==> config.mk <==
export PLATFORM = sky130hd
export DESIGN_NAME = lsu_mem_ctrl_flat
export DESIGN_NICKNAME = d
export VERILOG_FILES = /design/src/rtl/lsu_mem_ctrl_if.sv /design/src/rtl/lsu_mem_ctrl.sv /design/src/flat_wrapper.sv
export SDC_FILE = /design/constraint.sdc
export NUM_CORES = 1
export LEC_CHECK = 0
export CORE_MARGIN = 3
export CORE_UTILIZATION = 51
export CTS_CLUSTER_SIZE = 16
export DETAILED_ROUTE_END_ITERATION = 16
export HOLD_SLACK_MARGIN = 0.08
export PLACE_DENSITY = 0.88
export SYNTH_ARGS = -nofsm -noshare
export SYNTH_HDL_FRONTEND = slang
export SYNTH_SLANG_ARGS = --single-unit
==> constraint.sdc <==
create_clock -name clk -period 7 [get_ports clk]
set_input_delay 0.7 -clock clk [delete_from_list [all_inputs] [get_ports clk]]
set_output_delay 0.7 -clock clk [all_outputs]
set_load 0.05 [all_outputs]
==> src/rtl/lsu_mem_ctrl_if.sv <==
// Request/response and RAM-side signals of the load/store controller.
// The controller uses the slave modport. The requester and RAM side use master.
interface lsu_mem_ctrl_if #(
    parameter int WIDTH = 32
);
    logic             req_valid;
    logic             req_ready;
    logic             req_we;
    logic [1:0]       req_size;
    logic             req_unsigned;
    logic [WIDTH-1:0] req_addr;
    logic [WIDTH-1:0] req_wdata;
    logic             resp_valid;
    logic [WIDTH-1:0] resp_rdata;
    logic             resp_err;
    logic [WIDTH-1:0] ram_wr_data;
    logic [WIDTH-1:0] ram_rd_data;
    logic             ram_rd_en;
    logic             ram_wr_en;
    logic [WIDTH-1:0] ram_addr;

    modport slave (
        input  req_valid, req_we, req_size, req_unsigned, req_addr, req_wdata, ram_rd_data,
        output req_ready, resp_valid, resp_rdata, resp_err,
               ram_wr_data, ram_rd_en, ram_wr_en, ram_addr
    );

    modport master (
        output req_valid, req_we, req_size, req_unsigned, req_addr, req_wdata, ram_rd_data,
        input  req_ready, resp_valid, resp_rdata, resp_err,
               ram_wr_data, ram_rd_en, ram_wr_en, ram_addr
    );
endinterface

==> src/rtl/lsu_mem_ctrl.sv <==
// Byte/halfword/word load-store controller in front of a word-only RAM.
// Sub-word stores are performed as read-modify-write.
module lsu_mem_ctrl #(
    parameter int WIDTH     = 32,
    parameter int MEM_BYTES = 1024
) (
    input  logic         clk,
    input  logic         rst,
    lsu_mem_ctrl_if.slave bus
);
    localparam logic [2:0] IDLE  = 3'd0;
    localparam logic [2:0] READ  = 3'd1;
    localparam logic [2:0] WAIT  = 3'd2;
    localparam logic [2:0] WRITE = 3'd3;
    localparam logic [2:0] RESP  = 3'd4;

    logic [2:0]       state_q, state_d;
    logic             we_q, we_d;
    logic             uns_q, uns_d;
    logic             err_q, err_d;
    logic [1:0]       size_q, size_d;
    logic [WIDTH-1:0] addr_q, addr_d;
    logic [WIDTH-1:0] wdata_q, wdata_d;
    logic [WIDTH-1:0] buf_q, buf_d;

    logic             req_err;
    logic [WIDTH:0]   nbytes;
    logic [WIDTH-1:0] merged;
    logic [WIDTH-1:0] load_val;
    logic [7:0]       lane8;
    logic [15:0]      lane16;

    // The range check uses one extra bit so that addr+size cannot wrap around.
    always_comb begin
        case (bus.req_size)
            2'b00:   nbytes = (WIDTH+1)'(1);
            2'b01:   nbytes = (WIDTH+1)'(2);
            default: nbytes = (WIDTH+1)'(4);
        endcase
        req_err = (bus.req_size == 2'b11)
               || (bus.req_size == 2'b01 && bus.req_addr[0])
               || (bus.req_size == 2'b10 && bus.req_addr[1:0] != 2'b00)
               || (({1'b0, bus.req_addr} + nbytes) > (WIDTH+1)'(MEM_BYTES));
    end

    always_comb begin
        state_d = state_q;
        we_d    = we_q;
        uns_d   = uns_q;
        err_d   = err_q;
        size_d  = size_q;
        addr_d  = addr_q;
        wdata_d = wdata_q;
        buf_d   = buf_q;
        case (state_q)
            IDLE: if (bus.req_valid) begin
                we_d    = bus.req_we;
                uns_d   = bus.req_unsigned;
                size_d  = bus.req_size;
                addr_d  = bus.req_addr;
                wdata_d = bus.req_wdata;
                err_d   = req_err;
                if (req_err)                               state_d = RESP;
                else if (bus.req_we && bus.req_size == 2'b10) state_d = WRITE;
                else                                       state_d = READ;
            end
            READ:  state_d = WAIT;
            WAIT: begin
                buf_d   = bus.ram_rd_data;
                state_d = we_q ? WRITE : RESP;
            end
            WRITE: state_d = RESP;
            RESP:  state_d = IDLE;
            default: state_d = IDLE;
        endcase
    end

    always_ff @(posedge clk) begin
        if (rst) begin
            state_q <= IDLE;
            we_q    <= 1'b0;
            uns_q   <= 1'b0;
            err_q   <= 1'b0;
            size_q  <= 2'b00;
            addr_q  <= '0;
            wdata_q <= '0;
            buf_q   <= '0;
        end else begin
            state_q <= state_d;
            we_q    <= we_d;
            uns_q   <= uns_d;
            err_q   <= err_d;
            size_q  <= size_d;
            addr_q  <= addr_d;
            wdata_q <= wdata_d;
            buf_q   <= buf_d;
        end
    end

    // Little-endian lane select shared by the merge and the load path.
    assign lane8  = buf_q[{addr_q[1:0], 3'b000} +: 8];
    assign lane16 = buf_q[{addr_q[1], 4'b0000} +: 16];

    always_comb begin
        merged = buf_q;
        case (size_q)
            2'b00:   merged[{addr_q[1:0], 3'b000} +: 8]  = wdata_q[7:0];
            2'b01:   merged[{addr_q[1], 4'b0000} +: 16] = wdata_q[15:0];
            default: merged = wdata_q;
        endcase
    end

    always_comb begin
        case (size_q)
            2'b00:   load_val = uns_q ? {{(WIDTH-8){1'b0}}, lane8}
                                      : {{(WIDTH-8){lane8[7]}}, lane8};
            2'b01:   load_val = uns_q ? {{(WIDTH-16){1'b0}}, lane16}
                                      : {{(WIDTH-16){lane16[15]}}, lane16};
            default: load_val = buf_q;
        endcase
    end

    assign bus.req_ready   = (state_q == IDLE);
    assign bus.ram_rd_en   = (state_q == READ);
    assign bus.ram_wr_en   = (state_q == WRITE);
    assign bus.ram_addr    = (state_q == READ || state_q == WRITE) ? {addr_q[WIDTH-1:2], 2'b00} : '0;
    assign bus.ram_wr_data = (state_q == WRITE) ? merged : '0;
    assign bus.resp_valid  = (state_q == RESP);
    assign bus.resp_err    = (state_q == RESP) && err_q;
    assign bus.resp_rdata  = (state_q == RESP && !err_q && !we_q) ? load_val : '0;
endmodule

==> src/flat_wrapper.sv <==
// flat-port wrapper written by rule: the top's interface ports become plain ports
module lsu_mem_ctrl_flat 
#(
    parameter int WIDTH     = 32,
    parameter int MEM_BYTES = 1024
)
  (clk, rst, bus_req_valid, bus_req_we, bus_req_size, bus_req_unsigned, bus_req_addr, bus_req_wdata, bus_ram_rd_data, bus_req_ready, bus_resp_valid, bus_resp_rdata, bus_resp_err, bus_ram_wr_data, bus_ram_rd_en, bus_ram_wr_en, bus_ram_addr);
  lsu_mem_ctrl_if #(.WIDTH(WIDTH)) bus_i ();
  input  logic clk;
  input  logic rst;
  input wire logic [$bits(bus_i.req_valid)-1:0] bus_req_valid;
  input wire logic [$bits(bus_i.req_we)-1:0] bus_req_we;
  input wire logic [$bits(bus_i.req_size)-1:0] bus_req_size;
  input wire logic [$bits(bus_i.req_unsigned)-1:0] bus_req_unsigned;
  input wire logic [$bits(bus_i.req_addr)-1:0] bus_req_addr;
  input wire logic [$bits(bus_i.req_wdata)-1:0] bus_req_wdata;
  input wire logic [$bits(bus_i.ram_rd_data)-1:0] bus_ram_rd_data;
  output wire logic [$bits(bus_i.req_ready)-1:0] bus_req_ready;
  output wire logic [$bits(bus_i.resp_valid)-1:0] bus_resp_valid;
  output wire logic [$bits(bus_i.resp_rdata)-1:0] bus_resp_rdata;
  output wire logic [$bits(bus_i.resp_err)-1:0] bus_resp_err;
  output wire logic [$bits(bus_i.ram_wr_data)-1:0] bus_ram_wr_data;
  output wire logic [$bits(bus_i.ram_rd_en)-1:0] bus_ram_rd_en;
  output wire logic [$bits(bus_i.ram_wr_en)-1:0] bus_ram_wr_en;
  output wire logic [$bits(bus_i.ram_addr)-1:0] bus_ram_addr;
  assign bus_i.req_valid = bus_req_valid;
  assign bus_i.req_we = bus_req_we;
  assign bus_i.req_size = bus_req_size;
  assign bus_i.req_unsigned = bus_req_unsigned;
  assign bus_i.req_addr = bus_req_addr;
  assign bus_i.req_wdata = bus_req_wdata;
  assign bus_i.ram_rd_data = bus_ram_rd_data;
  assign bus_req_ready = bus_i.req_ready;
  assign bus_resp_valid = bus_i.resp_valid;
  assign bus_resp_rdata = bus_i.resp_rdata;
  assign bus_resp_err = bus_i.resp_err;
  assign bus_ram_wr_data = bus_i.ram_wr_data;
  assign bus_ram_rd_en = bus_i.ram_rd_en;
  assign bus_ram_wr_en = bus_i.ram_wr_en;
  assign bus_ram_addr = bus_i.ram_addr;
  lsu_mem_ctrl #(.WIDTH(WIDTH), .MEM_BYTES(MEM_BYTES)) u_core (.clk(clk), .rst(rst), .bus(bus_i));
endmodule
=== Word level (Yosys, flattened, before mapping) ===
Cells that the tools add are included.

* Output and inout bits: 101
* Input port bits: 103
* Logic and storage cells: 59
* Flip-flop bits (word level): 104

* $add $sub $neg: 3
* Shifts and indexed selects: 6
* Order comparisons: 1
* Eq/ne operators: 9
* Reductions and logical operators: 17
* Multiplexer cells: 15

{| class="wikitable"
|+ Operators with widths
! cell !! count
|-
| 2-to-1 mux 32 bit || 5
|-
| case mux 32 bit (2 select lines) || 2
|-
| bitwise mux 32 bit || 2
|-
| adder 32 x 3 -> 33 bit || 1
|-
| greater-than comparator 33 x 11 -> 1 bit (second input constant) || 1
|-
| variable shift 16 x 7 -> 32 bit (first input constant) || 1
|-
| variable shift 8 x 7 -> 32 bit (first input constant) || 1
|-
| variable part select 16 x 7 -> 32 bit || 1
|-
| variable part select 32 x 6 -> 16 bit || 1
|-
| variable part select 32 x 6 -> 8 bit || 1
|-
| variable part select 8 x 7 -> 32 bit || 1
|-
| negation 5 -> 7 bit || 2
|-
| case mux 3 bit (4 select lines) || 1
|-
| 2-to-1 mux 3 bit || 3
|-
| == test 3 x 2 -> 1 bit (second input constant) || 2
|-
| logical AND 1 bit || 6
|-
| case mux 3 bit (2 select lines) || 1
|-
| == test 2 x 1 -> 1 bit (second input constant) || 2
|-
| == test 2 bit (second input constant) || 2
|-
| zero test 2 bit || 2
|-
| logical OR 1 bit || 4
|-
| == test 3 x 1 -> 1 bit (second input constant) || 1
|-
| == test 3 bit (second input constant) || 1
|-
| zero test 3 bit || 1
|-
| other kinds (5) || 6
|}

=== Depth between registers and ports, before layout ===
* Word-level depth: 8
* Mapped depth: 12
* Depth with buffers taken out: 11

=== Least setup slack after synthesis ===
OpenSTA, ideal clock, no wires.

* Kind: register -> output
* From: reg u_core.addr_q[1]
* To: out bus_ram_wr_data[0]
* Arrival: 3.241 ns
* Stages on the path, launching flop included: 8
* Required time: 6.300 ns
* Slack: 3.059 ns
* Path through: dfxtp_1 > clkbuf_1 > inv_2 > clkbuf_1 > ha_1 > o31ai_1 > a21oi_1 > a211oi_1

* Word-level cells in the longest chain between the ends: 5

{| class="wikitable"
|+ Ends and longest elaborated chain
! element !! RTL line !! RTL
|-
| from (decl) || lsu_mem_ctrl.sv:22 || <nowiki>logic [WIDTH-1:0] addr_q, addr_d;</nowiki>
|-
| from (signal assigned) || lsu_mem_ctrl.sv:94 || <nowiki>addr_q <= addr_d;</nowiki>
|-
| negation 5 -> 7 bit (on tied branches) || lsu_mem_ctrl.sv:108, lsu_mem_ctrl.sv:107 ||
|-
| variable part select 16 x 7 -> 32 bit (tied with other cells) || lsu_mem_ctrl.sv:108 || <nowiki>2'b01: merged[{addr_q[1], 4'b0000} +: 16] = wdata_q[15:0];</nowiki>
|-
| bitwise mux 32 bit (on tied branches) || lsu_mem_ctrl.sv:108, lsu_mem_ctrl.sv:107 ||
|-
| case mux 32 bit (2 select lines) (*) || lsu_mem_ctrl.sv:106 || <nowiki>case (size_q)</nowiki>
|-
| 2-to-1 mux 32 bit (*) || lsu_mem_ctrl.sv:127 || <nowiki>assign bus.ram_wr_data = (state_q == WRITE) ? merged : '0;</nowiki>
|-
| to (decl) || flat_wrapper.sv:22 || <nowiki>output wire logic [$bits(bus_i.ram_wr_data)-1:0] bus_ram_wr_data;</nowiki>
|}

Every way passes the cells marked *; elsewhere a longest branch is shown, timed or not.

=== Worst setup path in the final report ===
* From: reg u_core.addr_q[1]
* To: out bus_ram_wr_data[4]

The elaborated chain is that of the path after synthesis.

==> results.md <==
* Status: finished clean
* Cell family with most CP delay: compound AO/OA/AOI/OAI gates
* Clock Path Buffers at 2
* DP Wirelength at around 16,000 um
* Clk_lat worst skew at 0.36 ns
* Post-synthesis cell area at between 6000 and 7000 um2
* Gr ovfl total at 0
* Post-CTS Setup Bufs at 0
* Asr flop ratio synth at 0
* Multi-input logic area at 3920 um2
* Startpoint Class: flop
* Leakage power at approximately 2.9 nW
* Final hold vios at 0
* CTS tree: built
* H-tree levels at 3
* Crit-path cells: inv_2 -> ha_1 -> o31ai_1 -> a21oi_1 -> a211oi_1 -> clkdlybuf4s50_1
* WS Path Type: reg -> out
* Synth warnings at 0
* Cts repair resizes at 0
* Pwr dens at 163 nW/um2
* Die Y at roughly 120 um
* Routed Antenna Nets at 0
* Count leader, synth: nand2_1
* Port Buf Inserts at between 200 and 250
* Hold Buf Count CTS at 0
* Largest area contributor in the synthesized netlist: dfxtp_1
* Reg area at ~2100 um2
* Inserted Clock Buffers at 9
* Slowest cell on the critical path: dfxtp_1
* Tmin final at about 5.5 ns
* Clk slew on worst S/H paths at around 0.070 ns
* Synthesis-to-finish area growth at 35.5%
* Final net count at 1,196
* Residual DRC count at 0
* Hold WC Path Type: reg -> reg
* Max incr delay on CP at about 1.1 ns
* Wire per inst at between 15 and 20 um
* RSZ-0062 raised after global routing: false
* Vias in the first global route at about 6,600
* Clock Skew at roughly 0.0063 ns
* First-pass GRT wire length at roughly 35,000 um
* Critical Path AT at ~4.8 ns
* Final setup TNS at 0 ns
* Synth unique cells at 67
* Pin count of the biggest net entering global routing at between 100 and 150
* CTS Sinks at around 100
* Layout cells sized above 1 at 0.0404
* Fraction of the yosys area taken by sequential cells at 0.323
* FMAX at around 180 MHz
* Cell Rows at 40
* Area share of the largest cell type after synthesis at 0.323
* Area contributors post-synth: dfxtp_1 (32%), nand2_1 (14%), a21oi_1 (11%)
* FILL cells at about 1,000
* Prevailing post-synth register cell: dfxtp_1
* #FFs+latches synth at ~100
* Core area at roughly 12,000 um2
* Req. time, crit path at ~6.3 ns
* # diodes at 0
* Syn Inst Count at around 940
* Initial Util at 0.530
* Worst-path fanout max at 38
* Syn_area_per_cell at just under 7 um2
* Die area at 14,000 um2
* # IOs at between 200 and 250
* Final Max Slew Viols at 0
* First-pass DRT Iterations at 6
* CP Capture Type: primary output
* Worst Tran Pin Value at 1.32 ns
* Post-synth EDFFs at 0
* Root Driver: clkbuf_16
* Max_cap viols at 0
* Via count at 7,472
* Worst hold slack at roughly 0.45 ns
* Initial antenna violation count at 0
* # setup viols final at 0
* R2R Setup Slk at roughly 4.6 ns
* Max VDD drop at roughly 0.17 mV
* Total GRT Usage at 0.309
* GP Congestion at approximately 1.0
* Final WL at about 23,000 um
* Slew headroom at 0.109
* Die width at 118 um
* Top cells by count, synth: nand2_1 (245), a21oi_1 (146), dfxtp_1 (104)
* DRT iter0 DRCs at between 900 and 1,000
* Worst Path Buf+Inv at 2
* Fin crit share at 0.792
* Vias per cell at between 5 and 6
==> worst paths after layout <==
kind / start / end / cells past startpoint
max: u_core.addr_q[1]$_SDFFE_PP0P_ / bus_ram_wr_data[4] / 6
min: u_core.addr_q[12]$_SDFFE_PP0P_ / u_core.addr_q[12]$_SDFFE_PP0P_ / 2
max reg2reg: u_core.state_q[0]$_SDFFE_PP0P_ / u_core.wdata_q[27]$_SDFFE_PP0P_ / 5
min reg2reg: u_core.addr_q[12]$_SDFFE_PP0P_ / u_core.addr_q[12]$_SDFFE_PP0P_ / 2
==> metrics by stage <==
stage | area [um2] | total power (W) | instances | worst slack (ns) | util
after global routing | 8740 | 0.00148 | 1257 | 1.25 | 0.718
after detailed placement | 8420 | 0.000898 | 1241 | 2.05 | 0.692
after global placement | 8420 | 0.000894 | 1241 | 2.14 | 0.692
after floorplan | 6450 | 0.000789 | 937 | 3.06 | -
after CTS | 8740 | 0.00142 | 1257 | 1.64 | 0.718
final | 8740 | 0.00143 | 1257 | 1.46 | 0.718
==> state kept, by name (all words and copies together), names as in the netlist <==
register,flops
u_core.err_q,1
u_core.state_q,3
u_core.we_q,1
u_core.buf_q,32
u_core.addr_q,32
u_core.uns_q,1
u_core.size_q,2
u_core.wdata_q,32
==> worst register-to-register path: stages (launching register included) <==
cell and delay (ns):
dfxtp_1 0.38, nor3_1 0.47, and2_2 0.58, buf_4 0.50, nand2_1 0.17, a21oi_1 0.17
==> cell type report <==
class | instances | area share
flip-flops and latches | 104 | 0.238
multi-input cells | 721 | 0.449
clock buffers | 9 | 0.0258
repair buffers | 207 | 0.235
clock inverters | 7 | 0.0106
inverters | 41 | 0.0176
well taps | 168 | 0.0241
==> routing by layer <==
| metal | vias up | track usage | part of all wire |
|---|---|---|---|
| met5 | - | 0 | 0 |
| met4 | 0 | 0.112 | 0.029 |
| met3 | 52 | 0.0904 | 0.12 |
| met2 | 395 | 0.470 | 0.44 |
| met1 | 3455 | 0.417 | 0.41 |
| li1 | 3570 | - | - |
==> power breakdown <==
group | switching, W | leakage (nW) | internal (W)
combinational | 0.000146 | 1.92 | 0.000106
clock | 0.000251 | 0.154 | 0.000285
sequential | 0.0000249 | 0.850 | 0.000615
total | 0.000421 | 2.93 | 0.00101
==> logic make-up (layout without fill, tap and decap cells) <==
kind of cell,Yosys count,after routing,synth area share
compound gates,287,287,0.278
xor+xnor,9,9,0.0122
fa+ha+maj,9,9,0.0186
buf+inv,112,264,0.0722
flops,104,104,0.323
mux,5,5,0.00796
other cells,1,2,0.000582
simple gates,409,409,0.288
==> cells in the final DEF, fill, tap and decap left out, drive strengths merged, types with 16 or more instances in the layout <==
cell,n
nor3,17
a221oi,30
clkdlybuf4s50,200
o21ai,37
dfxtp,104
a21oi,146
nand2,245
nor2,46
nand3,16
inv,41
and2,33
No activity file was read; power rests on OpenSTA's default activity.
